`src/rtl/vrf_wb_sequencer_if.sv`:
```
// vrf_wb_sequencer_if: bundle carrying one parallel result group into the
// write-back sequencer and the serialised VRF write port plus the
// pending/done hazard status back out.
//   res_*  : result group handshake from the execution lanes
//   wr_*   : single-element VRF write port (request, enable, last, address, index, data)
//   pend_* : destination of the group currently buffered or being written
//   wb_done_* : one-cycle completion pulse with the finished destination
//   slave  : seen from the sequencer; master : seen from the driver of results
interface vrf_wb_sequencer_if #(
  parameter int DATA_WIDTH = 32,
  parameter int REG_NUM    = 32,
  parameter int LANES      = 4
);
  localparam int ADDR_B = $clog2(REG_NUM);
  localparam int ELEM_B = $clog2(LANES);
  logic                        res_valid_i;
  logic                        res_ready_o;
  logic [LANES*DATA_WIDTH-1:0] res_data_i;
  logic [LANES-1:0]            res_mask_i;
  logic [ELEM_B:0]             res_nelem_i;
  logic [ADDR_B-1:0]           res_vd_i;
  logic                        wr_req_o;
  logic                        wr_en_o;
  logic                        wr_ready_o;
  logic [ADDR_B-1:0]           wr_addr_o;
  logic [ELEM_B-1:0]           wr_elem_cnt_o;
  logic [DATA_WIDTH-1:0]       wdata_o;
  logic                        pend_valid_o;
  logic [ADDR_B-1:0]           pend_vd_o;
  logic                        wb_done_o;
  logic [ADDR_B-1:0]           wb_done_vd_o;
  modport slave (
    input  res_valid_i, res_data_i, res_mask_i, res_nelem_i, res_vd_i,
    output res_ready_o, wr_req_o, wr_en_o, wr_ready_o, wr_addr_o, wr_elem_cnt_o,
           wdata_o, pend_valid_o, pend_vd_o, wb_done_o, wb_done_vd_o
  );
  modport master (
    output res_valid_i, res_data_i, res_mask_i, res_nelem_i, res_vd_i,
    input  res_ready_o, wr_req_o, wr_en_o, wr_ready_o, wr_addr_o, wr_elem_cnt_o,
           wdata_o, pend_valid_o, pend_vd_o, wb_done_o, wb_done_vd_o
  );
endinterface

```
`src/rtl/vrf_wb_sequencer.sv`:
```
// vrf_wb_sequencer: buffers one parallel result group and serialises it into
// the single-element VRF write port, reporting pending/done destinations.
//   clk_i    : clock
//   resetn_i : asynchronous active-low reset
//   bus      : result group in, VRF write port and hazard status out
module vrf_wb_sequencer #(
  parameter int DATA_WIDTH = 32,
  parameter int REG_NUM    = 32,
  parameter int LANES      = 4
) (
  input logic                clk_i,
  input logic                resetn_i,
  vrf_wb_sequencer_if.slave  bus
);
  localparam int ADDR_B = $clog2(REG_NUM);
  localparam int ELEM_B = $clog2(LANES);
  typedef enum logic [1:0] {S_IDLE, S_REQ, S_WR} state_t;
  state_t                            state_q, state_d;
  logic [LANES-1:0][DATA_WIDTH-1:0]  data_q, data_d;
  logic [LANES-1:0]                  mask_q, mask_d, eff_mask;
  logic [ADDR_B-1:0]                 vd_q, vd_d, done_vd_q, done_vd_d, defer_vd_q, defer_vd_d, first_vd;
  logic [ELEM_B-1:0]                 last_q, last_d, cnt_q, cnt_d, eff_last;
  logic [ELEM_B:0]                   eff_n;
  logic                              done_q, done_d, defer_q, defer_d;
  logic                              fin, accept, drop, load, first_vld;
  always_ff @(posedge clk_i or negedge resetn_i)
    if (!resetn_i) begin
      state_q    <= S_IDLE;
      data_q     <= '0;
      mask_q     <= '0;
      vd_q       <= '0;
      last_q     <= '0;
      cnt_q      <= '0;
      done_q     <= 1'b0;
      done_vd_q  <= '0;
      defer_q    <= 1'b0;
      defer_vd_q <= '0;
    end else begin
      state_q    <= state_d;
      data_q     <= data_d;
      mask_q     <= mask_d;
      vd_q       <= vd_d;
      last_q     <= last_d;
      cnt_q      <= cnt_d;
      done_q     <= done_d;
      done_vd_q  <= done_vd_d;
      defer_q    <= defer_d;
      defer_vd_q <= defer_vd_d;
    end
  always_comb begin
    eff_n = (bus.res_nelem_i == '0 || bus.res_nelem_i > (ELEM_B+1)'(LANES)) ? (ELEM_B+1)'(LANES) : bus.res_nelem_i;
    eff_last = ELEM_B'(eff_n - 1'b1);
    eff_mask = '0;
    for (int i = 0; i < LANES; i++) eff_mask[i] = bus.res_mask_i[i] && ((ELEM_B+1)'(i) < eff_n);
    fin = state_q == S_WR && cnt_q == last_q;
    accept = bus.res_valid_i && (state_q == S_IDLE || fin);
    drop = accept && eff_mask == '0;
    load = accept && !drop;
    state_d = (state_q == S_REQ || (state_q == S_WR && !fin)) ? S_WR : load ? S_REQ : S_IDLE;
    cnt_d = (state_q == S_WR && !fin) ? cnt_q + 1'b1 : '0;
    data_d = load ? bus.res_data_i : data_q;
    mask_d = load ? eff_mask : mask_q;
    vd_d = load ? bus.res_vd_i : vd_q;
    last_d = load ? eff_last : last_q;
    // A drop accepted in the same cycle a written group finishes would need two
    // done pulses at once; the drop's pulse is deferred one cycle instead.
    first_vld = fin || defer_q;
    first_vd = fin ? vd_q : defer_vd_q;
    done_d = first_vld || drop;
    done_vd_d = first_vld ? first_vd : drop ? bus.res_vd_i : done_vd_q;
    defer_d = first_vld && drop;
    defer_vd_d = defer_d ? bus.res_vd_i : defer_vd_q;
  end
  always_comb begin
    bus.res_ready_o   = state_q == S_IDLE || fin;
    bus.wr_req_o      = state_q == S_REQ;
    bus.wr_en_o       = state_q == S_WR && mask_q[cnt_q];
    bus.wr_ready_o    = fin;
    bus.wr_addr_o     = state_q != S_IDLE ? vd_q : '0;
    bus.wr_elem_cnt_o = state_q == S_WR ? cnt_q : '0;
    bus.wdata_o       = state_q == S_WR ? data_q[cnt_q] : '0;
    bus.pend_valid_o  = state_q != S_IDLE;
    bus.pend_vd_o     = state_q != S_IDLE ? vd_q : '0;
    bus.wb_done_o     = done_q;
    bus.wb_done_vd_o  = done_vd_q;
  end
endmodule

```
`src/flat_wrapper.sv`:
```
// flat-port wrapper written by rule: the top's interface ports become plain ports
module vrf_wb_sequencer_flat 
#(
  parameter int DATA_WIDTH = 32,
  parameter int REG_NUM    = 32,
  parameter int LANES      = 4
)
  (clk_i, resetn_i, bus_res_valid_i, bus_res_data_i, bus_res_mask_i, bus_res_nelem_i, bus_res_vd_i, bus_res_ready_o, bus_wr_req_o, bus_wr_en_o, bus_wr_ready_o, bus_wr_addr_o, bus_wr_elem_cnt_o, bus_wdata_o, bus_pend_valid_o, bus_pend_vd_o, bus_wb_done_o, bus_wb_done_vd_o);
  vrf_wb_sequencer_if #(.DATA_WIDTH(DATA_WIDTH), .REG_NUM(REG_NUM), .LANES(LANES)) bus_i ();
  input logic clk_i;
  input logic resetn_i;
  input wire logic [$bits(bus_i.res_valid_i)-1:0] bus_res_valid_i;
  input wire logic [$bits(bus_i.res_data_i)-1:0] bus_res_data_i;
  input wire logic [$bits(bus_i.res_mask_i)-1:0] bus_res_mask_i;
  input wire logic [$bits(bus_i.res_nelem_i)-1:0] bus_res_nelem_i;
  input wire logic [$bits(bus_i.res_vd_i)-1:0] bus_res_vd_i;
  output wire logic [$bits(bus_i.res_ready_o)-1:0] bus_res_ready_o;
  output wire logic [$bits(bus_i.wr_req_o)-1:0] bus_wr_req_o;
  output wire logic [$bits(bus_i.wr_en_o)-1:0] bus_wr_en_o;
  output wire logic [$bits(bus_i.wr_ready_o)-1:0] bus_wr_ready_o;
  output wire logic [$bits(bus_i.wr_addr_o)-1:0] bus_wr_addr_o;
  output wire logic [$bits(bus_i.wr_elem_cnt_o)-1:0] bus_wr_elem_cnt_o;
  output wire logic [$bits(bus_i.wdata_o)-1:0] bus_wdata_o;
  output wire logic [$bits(bus_i.pend_valid_o)-1:0] bus_pend_valid_o;
  output wire logic [$bits(bus_i.pend_vd_o)-1:0] bus_pend_vd_o;
  output wire logic [$bits(bus_i.wb_done_o)-1:0] bus_wb_done_o;
  output wire logic [$bits(bus_i.wb_done_vd_o)-1:0] bus_wb_done_vd_o;
  assign bus_i.res_valid_i = bus_res_valid_i;
  assign bus_i.res_data_i = bus_res_data_i;
  assign bus_i.res_mask_i = bus_res_mask_i;
  assign bus_i.res_nelem_i = bus_res_nelem_i;
  assign bus_i.res_vd_i = bus_res_vd_i;
  assign bus_res_ready_o = bus_i.res_ready_o;
  assign bus_wr_req_o = bus_i.wr_req_o;
  assign bus_wr_en_o = bus_i.wr_en_o;
  assign bus_wr_ready_o = bus_i.wr_ready_o;
  assign bus_wr_addr_o = bus_i.wr_addr_o;
  assign bus_wr_elem_cnt_o = bus_i.wr_elem_cnt_o;
  assign bus_wdata_o = bus_i.wdata_o;
  assign bus_pend_valid_o = bus_i.pend_valid_o;
  assign bus_pend_vd_o = bus_i.pend_vd_o;
  assign bus_wb_done_o = bus_i.wb_done_o;
  assign bus_wb_done_vd_o = bus_i.wb_done_vd_o;
  vrf_wb_sequencer #(.DATA_WIDTH(DATA_WIDTH), .REG_NUM(REG_NUM), .LANES(LANES)) u_core (.clk_i(clk_i), .resetn_i(resetn_i), .bus(bus_i));
endmodule
```
`config.mk`:
```
export PLATFORM = sky130hd
export DESIGN_NAME = vrf_wb_sequencer_flat
export DESIGN_NICKNAME = d
export VERILOG_FILES = /design/src/rtl/vrf_wb_sequencer_if.sv /design/src/rtl/vrf_wb_sequencer.sv /design/src/flat_wrapper.sv
export SDC_FILE = /design/constraint.sdc
export NUM_CORES = 1
export LEC_CHECK = 0
export ABC_AREA = 0
export CAP_MARGIN = 20
export CORE_MARGIN = 2
export CORE_UTILIZATION = 52
export CTS_CLUSTER_SIZE = 25
export DETAILED_ROUTE_END_ITERATION = 10
export GPL_TIMING_DRIVEN = 0
export HOLD_SLACK_MARGIN = 0.06
export PLACE_DENSITY = 0.85
export SYNTH_ARGS = -nofsm -noshare
export SYNTH_HDL_FRONTEND = slang
export SYNTH_SLANG_ARGS = --single-unit
```
`constraint.sdc`:
```
create_clock -name clk_i -period 2.94 [get_ports clk_i]
set_clock_uncertainty 0.1 [all_clocks]
set_input_delay 0.441 -clock clk_i [delete_from_list [all_inputs] [get_ports clk_i]]
set_output_delay 0.441 -clock clk_i [all_outputs]
set_load 0.01 [all_outputs]
```
==> results.ini, run 1 <==
[status]
outcome = finished, final reports clean

[final_layout]
fin_util = 0.738
nets = 879
drive_gt1_frac = 0.297
final.fill_count = 937
n_antenna_cell = 0
finalNonFillerCells = 928
area_growth_pct = 39.5

[timing]
period_share = 0.974
worst_pin_slew_ps = 900
slew_headroom = 0.400
final_hold_viol_count = 0
setup_viol = 0
period_minus_slack_ps = 2860
max_freq_ghz = 0.349
rsz0062_at_grt = yes
worst_slack_ps = 77.2
finalMaxSlewViolations = 0

[clocking]
clockBufferDepth = 2
cts_tree = built
root_buffer = clkbuf_16
cts_sinks = 155
htree_num_levels = 4
cts_inserted_buffers = 17
insertion_delay_ps = 410
cts.clk_slew.worst_paths_ps = 60

[worst_setup_path]
required_ps = 2400
crit_type = flip-flop to primary output
regToRegSetupSlack_ps = 720
worstSetupStartpointType = flip-flop
worstSetupEndpointType = primary output
critPathArrivalTime_ps = 2320
cp_max_fo = 10

[logic_synthesis]
syn_area_um2 = 7280
syn_area_per_cell_um2 = 14.1
synth_cell_type_count = 39
synth_top_area_cell = dfrtp_1
synth-edff-count = 0
async_flop_share = 1.00
yosys_register_bits = 155
synth_ff_type = dfrtp_1
yosys-top-cells-area = dfrtp_1 53%, mux2_2 14%, mux2_4 10%
synth_nets = 660
yosys_warnings = 0
synth_top_area_frac = 0.532
yosysSeqAreaShare = 0.532
syn_inst = 516

[power]
p_per_area_nw_per_um2 = 1020
leakagePower_nw = 4.45
total_power_mw = 10.4
peakVddDrop_mv = 0.506

[grt]
gr-total-overflow = 0
first_global_vias = 5450
antenna_found_initial = 0
grt_first_pass_wirelength_um = 28000
grt_max_degree = 99
gr-usage-all-layers = 0.249

[place]
gp_congestion = 0.857
port_buffers = 197
dp_slack_ps = -258
dpl.cell_count = 894
dp_hpwl_um = 13100

[floorplan]
die_x_um = 122
rows = 43
boundaryPins = 198
die_y_um = 122
core_um2 = 13800
start_util = 0.529
dieArea_um2 = 15000

[flow_run]
maxCapViolations = 0

[detailed_routing]
post_drt_wl_per_cell_um = 19.3
wl_um = 17900
drc = 0
drt_first_pass_iters = 4
via_count = 4991
via_per_inst = 5.38
first_iter_violations = 221
drtAntennaViolNets = 0

[worst_hold_path]
hold_class = flip-flop to flip-flop

## what timing repair did
item	4_1_cts	5_1_grt
cloned	0	0
setup endpoints to repair	32	30
buffers inserted	0	1
hold endpoints to repair	17	0
hold buffers	1	0
gates resized for setup	19	7
## power by group
group	internal (mW)	switching [mW]
Sequential	3.20	0.603
Combinational	2.65	1.75
Clock	1.32	0.847
## synth_stat cells, types with 2 or more instances
| master | number |
|---|---|
| o22ai_1 | 31 |
| dfrtp_1 | 155 |
| nor2b_1 | 9 |
| nor2_1 | 12 |
| nor3_1 | 2 |
| mux2i_1 | 67 |
| buf_4 | 8 |
| nand2_1 | 9 |
| mux2_2 | 89 |
| nand2b_1 | 4 |
| mux4_2 | 2 |
| a21oi_1 | 9 |
| mux2_1 | 5 |
| o221ai_1 | 2 |
| buf_6 | 5 |
| buf_1 | 3 |
| clkbuf_1 | 6 |
| or2_2 | 2 |
| mux2_4 | 49 |
| inv_1 | 7 |
| and2_1 | 3 |
| o21ai_0 | 4 |
| xor2_1 | 2 |
| buf_2 | 16 |
## through the flow
stage | setup TNS [ps] | hold WS [ps] | instance area, µm²
after floorplan | 0 | 45.4 | 7280
after global placement | -740970 | 359 | 9480
after detailed placement | -20020 | 378 | 9510
after CTS | 0 | 392 | 10100
after global routing | -185 | 411 | 10200
final | 0 | 388 | 10200
## layer usage
metal,share of wire,global-route usage,vias to the layer above
li1,-,-,2288
met1,0.41,0.309,2506
met2,0.49,0.415,168
met3,0.076,0.0748,29
met4,0.019,0.0898,0
met5,0,0,-
## placed cells by master (no fill, tap or decap), drive strengths merged
master / n
nand3: 1
o22ai: 31
a211oi: 1
a32o: 1
nand4: 1
mux4: 2
clkbuf: 24
a21o: 1
nor3: 2
inv: 8
nor3b: 1
a21oi: 9
nor2: 12
clkinvlp: 3
clkdlybuf4s50: 195
mux2i: 67
xor2: 2
o21ai: 5
and2: 4
clkinv: 7
xnor2: 1
bufinv: 3
or2: 2
dfrtp: 155
buf: 36
dlymetal6s2s: 1
or3: 1
o2111ai: 1
o221ai: 2
dlygate4sd3: 1
mux2: 143
o211a: 1
nand2b: 5
nand2: 9
nor2b: 9
ha: 1
## cell families (layout without fill, tap and decap cells)
| logic type | count (synthesis) | in the layout | share of synthesized area |
|---|---|---|---|
| multiplexers | 212 | 212 | 0.345 |
| flip-flops | 155 | 155 | 0.532 |
| AO/OA/AOI/OAI | 52 | 52 | 0.0469 |
| AND/OR/NAND/NOR | 47 | 47 | 0.0350 |
| buffers and inverters | 46 | 278 | 0.0357 |
| XOR/XNOR | 3 | 3 | 0.00361 |
| adder cells (fa/ha/maj) | 1 | 1 | 0.00172 |
## state kept, by name, indices dropped and copies added, names as in the netlist
register,count
u_core.vd_q,5
u_core.defer_q,1
u_core.mask_q,4
u_core.last_q,2
u_core.state_q,2
u_core.cnt_q,2
u_core.defer_vd_q,5
u_core.data_q,128
u_core.bus.wb_done_o,1
u_core.bus.wb_done_vd_o,5
## path summary, 6_finish.rpt
| kind | start | endpoint | cells past startpoint |
|---|---|---|---|
| min in group asynchronous | resetn_i | u_core.data_q[84]$_DFFE_PN0P_ | 2 |
| worst max register to register | u_core.cnt_q[1]$_DFF_PN0_ | u_core.data_q[38]$_DFFE_PN0P_ | 7 |
| worst min-delay path | u_core.mask_q[2]$_DFFE_PN0P_ | u_core.mask_q[2]$_DFFE_PN0P_ | 2 |
| max in group asynchronous | resetn_i | u_core.state_q[1]$_DFF_PN0_ | 3 |
| worst max-delay path | u_core.state_q[0]$_DFF_PN0_ | bus_wdata_o[18] | 5 |
| worst min register to register | u_core.mask_q[2]$_DFFE_PN0P_ | u_core.mask_q[2]$_DFFE_PN0P_ | 2 |
## worst max-delay path, cell delays in order (launching register included)
cell,delay (ps)
dfrtp_1,450
nor2b_4,250
nand2_2,160
clkbuf_2,260
o22ai_1,210
clkdlybuf4s50_1,580
## layout make-up
| cell class | count | area (µm²) | share of cell area |
|---|---|---|---|
| timing repair buffer | 200 | 2020 | 0.199 |
| clock buffer | 19 | 433 | 0.0426 |
| buffer | 38 | 262 | 0.0257 |
| tap | 180 | 225 | 0.0222 |
| inverter | 8 | 30.0 | 0.00295 |
| multi-input combinational | 315 | 3160 | 0.311 |
| clock inverter | 13 | 151 | 0.0149 |
| sequential | 155 | 3880 | 0.382 |
(Power assumes the default switching activity.)
==> inputs of run 2 (changes only) <==
==> constraint.sdc (replaced) <==
create_clock -name clk_i -period 2.94 [get_ports clk_i]
set_clock_uncertainty 0.1 [all_clocks]
set_input_delay 0.294 -clock clk_i [delete_from_list [all_inputs] [get_ports clk_i]]
set_output_delay 0.294 -clock clk_i [all_outputs]
set_load 0.01 [all_outputs]
==> results.ini, run 2 (synthesis results as in run 1) <==
[status]
outcome = finished, final reports clean

[detailed_routing]
wl_um = 18000  ; about the same
via_count = 5014  ; +0.46%
post_drt_wl_per_cell_um = 19.4  ; +0.20%
via_per_inst = 5.41  ; +0.57%
drt_first_pass_iters = 4  ; unchanged
first_iter_violations = 213  ; -3.6%
drc = 0  ; unchanged
drtAntennaViolNets = 0  ; unchanged

[final_layout]
nets = 878  ; -0.11%
final_common_cell = clkdlybuf4s50_1
fin_util = 0.736  ; -0.00173
area_growth_pct = 39.2
largest_reg_flops = 128  ; unchanged
finalNonFillerCells = 927  ; -0.11%
drive_gt1_frac = 0.292  ; -0.00496
n_antenna_cell = 0  ; unchanged
largest_register = u_core.data_q
final_cell_mix = 196 x clkdlybuf4s50_1, 155 x dfrtp_1, 89 x mux2_2, 67 x mux2i_1, 49 x mux2_4

[floorplan]
rows = 43  ; unchanged
boundaryPins = 198  ; unchanged
dieArea_um2 = 15000  ; unchanged
core_um2 = 13800  ; unchanged
start_util = 0.529  ; unchanged
die_y_um = 122  ; unchanged
die_x_um = 122  ; unchanged

[power]
p_per_area_nw_per_um2 = 1020  ; about the same
p_clk_frac = 0.210  ; about the same
p_int_mw = 7.15  ; -0.30%
pwr-share-comb = 0.423  ; about the same
seqPwrFrac = 0.368  ; about the same
swShare = 0.309  ; about the same
leakagePower_nw = 4.42  ; -0.67%
p_switching_mw = 3.19  ; -0.26%
peakVddDrop_mv = 0.503  ; -0.51%

[clocking]
post_cts_buffers = 0  ; unchanged
cts.clk_slew.worst_paths_ps = 60  ; about the same
root_buffer = clkbuf_16
cts_sinks = 155  ; unchanged
cts_inserted_buffers = 17  ; unchanged
htree_num_levels = 4  ; unchanged
cts_tree = built
clockBufferDepth = 2  ; unchanged
insertion_delay_ps = 410  ; about the same

[worst_hold_path]
hold_start = bus_res_data_i[103]
hold_class = input port to flip-flop

[worst_setup_path]
r2r_start = u_core.cnt_q[1]$_DFF_PN0_
worst-path-buf-inv = 2  ; unchanged
crit_path_start = u_core.state_q[1]$_DFF_PN0_
slowest_delay_ps = 580  ; about the same
required_ps = 2550  ; +150 ps
crit_slowest_cell = clkdlybuf4s50_1
worstSetupStartpointType = flip-flop
crit_type = flip-flop to primary output
cp_max_fo = 10  ; unchanged
crit_family = buffers and inverters
critPathArrivalTime_ps = 2400  ; +80 ps
worstSetupEndpointType = primary output
crit_chain = nor2b_4 > nand2b_1 > clkbuf_2 > o22ai_1 > clkdlybuf4s50_1

[timing]
finalMaxSlewViolations = 0  ; unchanged
period_share = 0.950  ; -0.0235
final_hold_viol_count = 0  ; unchanged
max_freq_ghz = 0.358  ; +2.5%
period_minus_slack_ps = 2790  ; -69.0 ps
setup_viol = 0  ; unchanged
worst_pin_slew_ps = 898  ; -1.84 ps
rsz0062_at_grt = no
slew_headroom = 0.401  ; +0.00123

[place]
dpl.cell_count = 894  ; unchanged
dp_hpwl_um = 13100  ; unchanged
gp_congestion = 0.857  ; unchanged
port_buffers = 197  ; unchanged

[grt]
gr-total-overflow = 0  ; unchanged
first_global_vias = 5449  ; -0.018%
antenna_found_initial = 0  ; unchanged
grt_max_degree = 99  ; unchanged
gr-usage-all-layers = 0.249  ; about the same
grt_first_pass_wirelength_um = 28000  ; unchanged

[flow_run]
maxCapViolations = 0  ; unchanged

[run 2: worst paths after layout]
| check | depth (start not counted) | endpoint | slack [ps] |
|---|---|---|---|
| max | 5 | bus_wdata_o[18] | 150 |
| min | 2 | u_core.data_q[103]$_DFFE_PN0P_ | 380 |
| min reg2reg | 2 | u_core.mask_q[2]$_DFFE_PN0P_ | 390 |
| max reg2reg | 7 | u_core.data_q[37]$_DFFE_PN0P_ | 710 |
| min in group asynchronous | 2 | u_core.data_q[84]$_DFFE_PN0P_ | 440 |
| max in group asynchronous | 3 | u_core.defer_vd_q[4]$_DFFE_PN0P_ | 1470 |
[run 2: area by class of cell]
cell class                 count  area [µm²]
buffer                        38         259
clock buffer                  19         433
clock inverter                13         151
fill                         938        3630
inverter                       8        30.0
multi-input combinational    315        3150
sequential                   155        3880
tap                          180         225
timing repair buffer         199        2010
[run 2: timing repair]
item,4_1_cts,5_1_grt
resized for setup,11,9
setup endpoints to repair,31,30
endpoints found under the hold margin,97,0
pin swaps,0,0
hold buffers,1,0
[run 2: per-stage QoR]
stage	area [µm²]	setup TNS (ps)	worst slack, ps	hold slack [ps]	total power, mW
floorplan	7280	0	738	-102	6.55
global placement	9480	-703610	-4520	359	7.98
detailed placement	9510	-4500	-111	359	8.18
CTS	10100	0	0.432	369	10.4
global route	10100	0	4.36	369	10.9
finish	10100	0	146	385	10.3
[run 2: power by group through the flow]
stage	logic, mW	registers [mW]	clock network (mW)
5_1_grt	4.70	3.93	2.31
3_3_place_gp	4.24	3.73	0
2_1_floorplan	2.92	3.63	0
6_report	4.37	3.80	2.17
4_1_cts	4.42	3.79	2.21
3_5_place_dp	4.36	3.81	0
[run 2: routing by layer]
layer  GRT usage  routed length, µm
met1       0.309               7450
met2       0.415               8880
met3      0.0748               1290
met4      0.0891                320
met5           0                  0
[run 2: worst reg2reg max path: stages, from the launching register on]
cell     delay [ps]
dfrtp_1         350
buf_4           160
xor2_1          200
o21ai_2         210
nand4_2         290
buf_4           320
buf_6           190
mux2_4          310
==> inputs of run 3 (changes only) <==
Settings changed: CAP_MARGIN 20 to not set.
==> results of run 3 <==
Same layout as run 2: the final DEF is identical, and so are final timing and power.
